### config.mk
export PLATFORM = sky130hd
export DESIGN_NAME = inject_queue
export DESIGN_NICKNAME = d
export VERILOG_FILES = /design/src/rtl/inject_queue.sv
export SDC_FILE = /design/constraint.sdc
export NUM_CORES = 2
export LEC_CHECK = 0
export CAP_MARGIN = 5
export CORE_MARGIN = 3
export CORE_UTILIZATION = 30
export CTS_CLUSTER_SIZE = 30
export DETAILED_ROUTE_END_ITERATION = 10
export PLACE_DENSITY = 0.5
export SYNTH_ARGS = -nofsm -noshare
export SYNTH_HDL_FRONTEND = slang
export SYNTH_SLANG_ARGS = --single-unit
### constraint.sdc
create_clock -name clk -period 22.2 [get_ports clk]
set_clock_uncertainty 0.05 [all_clocks]
set_input_delay 4.44 -clock clk [delete_from_list [all_inputs] [get_ports clk]]
set_output_delay 4.44 -clock clk [all_outputs]
set_load 0.005 [all_outputs]
### src/rtl/inject_queue.sv
// Router-side receiver for the local-unit injection port: buffers pushed flits
// in a FIFO, drives inject_avail back-pressure and presents flits first-word fall-through.
module inject_queue #(
  parameter int FLIT_W       = 256,
  parameter int DEPTH        = 16,
  parameter int AVAIL_MARGIN = 4,
  parameter int CNT_W        = 16
) (
  input  logic                     clk,
  input  logic                     rst,
  input  logic [FLIT_W-1:0]        inject,
  input  logic                     inject_valid,
  output logic                     inject_avail,
  output logic [FLIT_W-1:0]        out_flit,
  output logic                     out_valid,
  input  logic                     out_ready,
  output logic [$clog2(DEPTH):0]   occupancy,
  output logic [CNT_W-1:0]         overflow_cnt
);

  localparam int PTR_W = $clog2(DEPTH);
  localparam int OCC_W = PTR_W + 1;

  // Handshakes: the inject side has no ready; a flit is taken whenever
  // inject_valid is high and a slot is free (or freed by a same-cycle pop),
  // otherwise it is dropped and counted. The output side transfers a flit on
  // every cycle where out_valid and out_ready are both high; out_valid never
  // depends on out_ready.

  logic [FLIT_W-1:0] mem [DEPTH];
  logic [PTR_W-1:0]  rd_ptr;
  logic [PTR_W-1:0]  wr_ptr;
  logic [OCC_W-1:0]  count;
  logic [OCC_W-1:0]  count_next;
  logic [OCC_W-1:0]  free_next;
  logic              pop;
  logic              push_ok;
  logic              drop;

  assign out_valid = (count != '0);
  assign out_flit  = mem[rd_ptr];
  assign occupancy = count;

  always_comb begin
    pop        = out_valid & out_ready;
    push_ok    = inject_valid & ((count < OCC_W'(DEPTH)) | pop);
    drop       = inject_valid & ~push_ok;
    count_next = count;
    case ({push_ok, pop})
      2'b10:   count_next = count + OCC_W'(1);
      2'b01:   count_next = count - OCC_W'(1);
      default: count_next = count;
    endcase
    free_next  = OCC_W'(DEPTH) - count_next;
  end

  always_ff @(posedge clk) begin
    if (rst) begin
      rd_ptr       <= '0;
      wr_ptr       <= '0;
      count        <= '0;
      inject_avail <= 1'b0;
      overflow_cnt <= '0;
    end else begin
      if (push_ok) wr_ptr <= wr_ptr + PTR_W'(1);
      if (pop)     rd_ptr <= rd_ptr + PTR_W'(1);
      count <= count_next;
      // The margin absorbs the local unit's reaction latency to avail falling.
      inject_avail <= (free_next > OCC_W'(AVAIL_MARGIN));
      if (drop && (overflow_cnt != '1)) overflow_cnt <= overflow_cnt + CNT_W'(1);
    end
  end

  // Storage is not reset; stale contents are never visible while count is 0.
  always_ff @(posedge clk) begin
    if (push_ok) mem[wr_ptr] <= inject;
  end

endmodule

==> metrics.txt <==
status complete, no violations; Register-to-Register Path Depth 9; r2r endpoint mem[0][35]$_DFFE_PP_; Detail Placement HPWL 212.4 mm; number of buffers inserted during clock tree synthesis 437; crit end category output pin; crit path kind flip-flop to output pin; proportion of layout cells with a drive suffix above 1 27.39%; overall power 19.81 mW; main combinational cell family by area after synthesis multiplexers; antenna violations before repair 101; Synth Flop Type sky130_fd_sc_hd__edfxtp_1; capture endpoint of the worst hold path overflow_cnt[8]$_SDFFE_PP0P_; initial core utilization 30.22%; detailed-routing iteration count for the pre-antenna-repair pass 5; number of nets in the layout roughly 7.2k; share of Yosys cell area claimed by the top area cell type 79.10%; H-tree depth 5; Cell Count, Final, Fillers Out around 14k; Placeable Area 514700 um^2; area of the die 527000 um^2; FF+latch area 123700 um^2; Peak supply drop 0.1323 mV; Die Span X 726.0 um; sequential share of the synthesized area 79.53%; Compound-Gate Fraction of Synth Area 0.7708%; count of pins over their slew limit 0; TritonCTS clock tree done; fin crit period 11550 ps; final clock period utilization by the worst path 52.05%; root cell of the clock tree sky130_fd_sc_hd__clkbuf_16; gate count after technology mapping approximately 6k; Max transition margin 13.01%; via density per instance 4.859; setup_tns 0 ps; classification of the worst-slack hold path flip-flop to flip-flop; number of max-capacitance violations reported 0; number of stages on the worst hold path 2; number of storage elements in the synthesis netlist 4130; area fraction in and, or, nand and nor cells after synthesis 0.6710%; DR DRC count 0; global-route wire length before repair 568.9 mm; Post-Syn Nets 6425; Synth area leader sky130_fd_sc_hd__edfxtp_1; crit start category flip-flop; total of hold buffers inserted after clock tree synthesis 0; synth unique cells 40; fraction of synthesized area in multiplexers 17.87%; Post-synth EDFFs roughly 4.1k; final weighted congestion of routability-driven global placement slightly above 0.7; I/O pin total 539; via count 69.23k; Finish-stage setup viols 0; number of I/O port buffers 538; Synth area leaders sky130_fd_sc_hd__edfxtp_1 79%, sky130_fd_sc_hd__mux4_2 17%, sky130_fd_sc_hd__mux2i_1 0.57%; number of filler instances in the final layout roughly 47k; Synth Warn # 0; worst setup slack for register-to-register paths between 15000 and 20000 ps; Worst R2R Start occupancy[4]$_SDFF_PP0_; ranking of synthesized cells by instance count 4096 x sky130_fd_sc_hd__edfxtp_1, 1194 x sky130_fd_sc_hd__mux4_2, 161 x sky130_fd_sc_hd__clkbuf_1, 114 x sky130_fd_sc_hd__buf_2, 93 x sky130_fd_sc_hd__a21oi_1; min-delay src overflow_cnt[8]$_SDFFE_PP0P_; Mapped Avg Cell Area 25.26 um^2; number of cell rows 263; CTS clk-pin slew, worst paths 60 ps; combined global-route utilization of all metal layers 14.93%; leakage power 54.42 nW; growth of design area from synthesis to finish 18.27%; most repeated cell in the gate-level netlist after synthesis sky130_fd_sc_hd__edfxtp_1; clock latency on the worst-skew pair roughly 1000 ps; Post-CTS Setup Inserts 0; total count of hold-check failures in the final report 0; Inst Count DP 13.43k; share of synthesized flip-flops with an asynchronous set or reset 0%; largest net degree at the start of global routing 140; arrival time at the worst endpoint 7060 ps; post-synthesis adder-cell area fraction 0.07241%; initial detailed-routing violation count 5492; per-cell routed wire length roughly 28 um; RSZ-0062 raised after global routing false; Max Buffers Root-to-Sink 4; maximum fanout along the worst path 66; PostCTS Resize Cnt 0; post-synthesis share of cell area spent on xor and xnor gates less than 1%; synthesized area 155500 um^2; grt total ovfl 0; f_max 86.55 MHz; CTS Sinks 4130; total routed wirelength 401.0 mm; power per unit of standard cell area around 110 nW/um^2; required time of the critical path 17710 ps; antenna-violating nets left 0; area taken by multi-input logic gates between 30000 and 40000 um^2; y dimension of the die 726.0 um; slew at the pin closest to its max-slew limit 1301 ps; vias in the first global route 74.09k
==> cell usage in the layout (no fill, tap or decap), types with 33 or more instances in the layout <==
master	instances
sky130_fd_sc_hd__a21oi_1	93
sky130_fd_sc_hd__mux4_2	1194
sky130_fd_sc_hd__bufinv_16	38
sky130_fd_sc_hd__clkbuf_16	441
sky130_fd_sc_hd__buf_4	146
sky130_fd_sc_hd__edfxtp_1	4096
sky130_fd_sc_hd__mux2i_1	89
sky130_fd_sc_hd__clkinv_2	94
sky130_fd_sc_hd__clkbuf_1	83
sky130_fd_sc_hd__clkdlybuf4s50_1	538
sky130_fd_sc_hd__nor2b_1	88
sky130_fd_sc_hd__clkinv_1	93
sky130_fd_sc_hd__nor2_1	33
sky130_fd_sc_hd__a211oi_1	88
==> state kept, by name (all words and copies together) (netlist names), named ones only <==
signal        cells
mem            4096
inject_avail      1
overflow_cnt     16
occupancy         5
rd_ptr            4
wr_ptr            4
==> metrics by stage <==
stage | hold slack (ps) | utilization (%) | setup slack (ps) | cell area [um^2]
after floorplan | 434.7 | - | -1334 | 155500
after global placement | 448.8 | 32.97 | 11410 | 169700
after detailed placement | 462.8 | 32.97 | 11470 | 169700
after CTS | 471.8 | 35.73 | 10300 | 183900
after global routing | 517.7 | 35.73 | 9960 | 183900
final | 474.9 | 35.74 | 10650 | 183900
==> cells by family after synthesis <==
logic type / Yosys count
flops: 4130
buf+inv: 331
mux: 1283
fa+ha+maj: 9
xor+xnor: 22
simple gates: 189
compound gates: 192
==> layout make-up <==
type	count	area share (%)
Inverter	7	0.01429
Sequential cell	4130	67.26
Clock buffer	524	6.170
Multi-Input combinational cell	1695	16.56
Clock inverter	278	1.536
Antenna cell	19	0.02585
Tap cell	6890	4.687
Timing Repair Buffer	705	3.753
==> worst max path at each step <==
stage / start / endpoint / cells after the start
3_5_place_dp: flip-flop / out_flit[90] / 9
4_1_cts: flip-flop / out_flit[29] / 9
5_1_grt: flip-flop / out_flit[29] / 9
3_3_place_gp: flip-flop / out_flit[15] / 9
6_report: flip-flop / out_flit[205] / 7
2_1_floorplan: out_ready / mem[1][0]$_DFFE_PP_ / 5
==> worst max-delay path: stages (launching register included) <==
cell and delay, ps:
sky130_fd_sc_hd__dfxtp_4 1030, sky130_fd_sc_hd__buf_4 780, sky130_fd_sc_hd__buf_4 740, sky130_fd_sc_hd__buf_4 800
sky130_fd_sc_hd__buf_4 860, sky130_fd_sc_hd__mux4_2 420, sky130_fd_sc_hd__mux4_2 550, sky130_fd_sc_hd__clkdlybuf4s50_1 500
==> power breakdown <==
| group | internal, mW | switching, mW | total, mW |
|---|---|---|---|
| clock | 4.10 | 3.07 | 7.17 |
| combinational | 2.02 | 1.78 | 3.81 |
| sequential | 8.76 | 0.0729 | 8.83 |
| total | 14.9 | 4.92 | 19.8 |
==> layer usage <==
metal | part of all wire, % | GRT usage, % | vias up
li1 | - | - | 28530
met1 | 41 | 19.44 | 38210
met2 | 49 | 24.76 | 1786
met3 | 7.1 | 4.131 | 618
met4 | 2.4 | 3.677 | 96
met5 | 0.15 | 0 | -
Power figures use the tool's default switching activity.
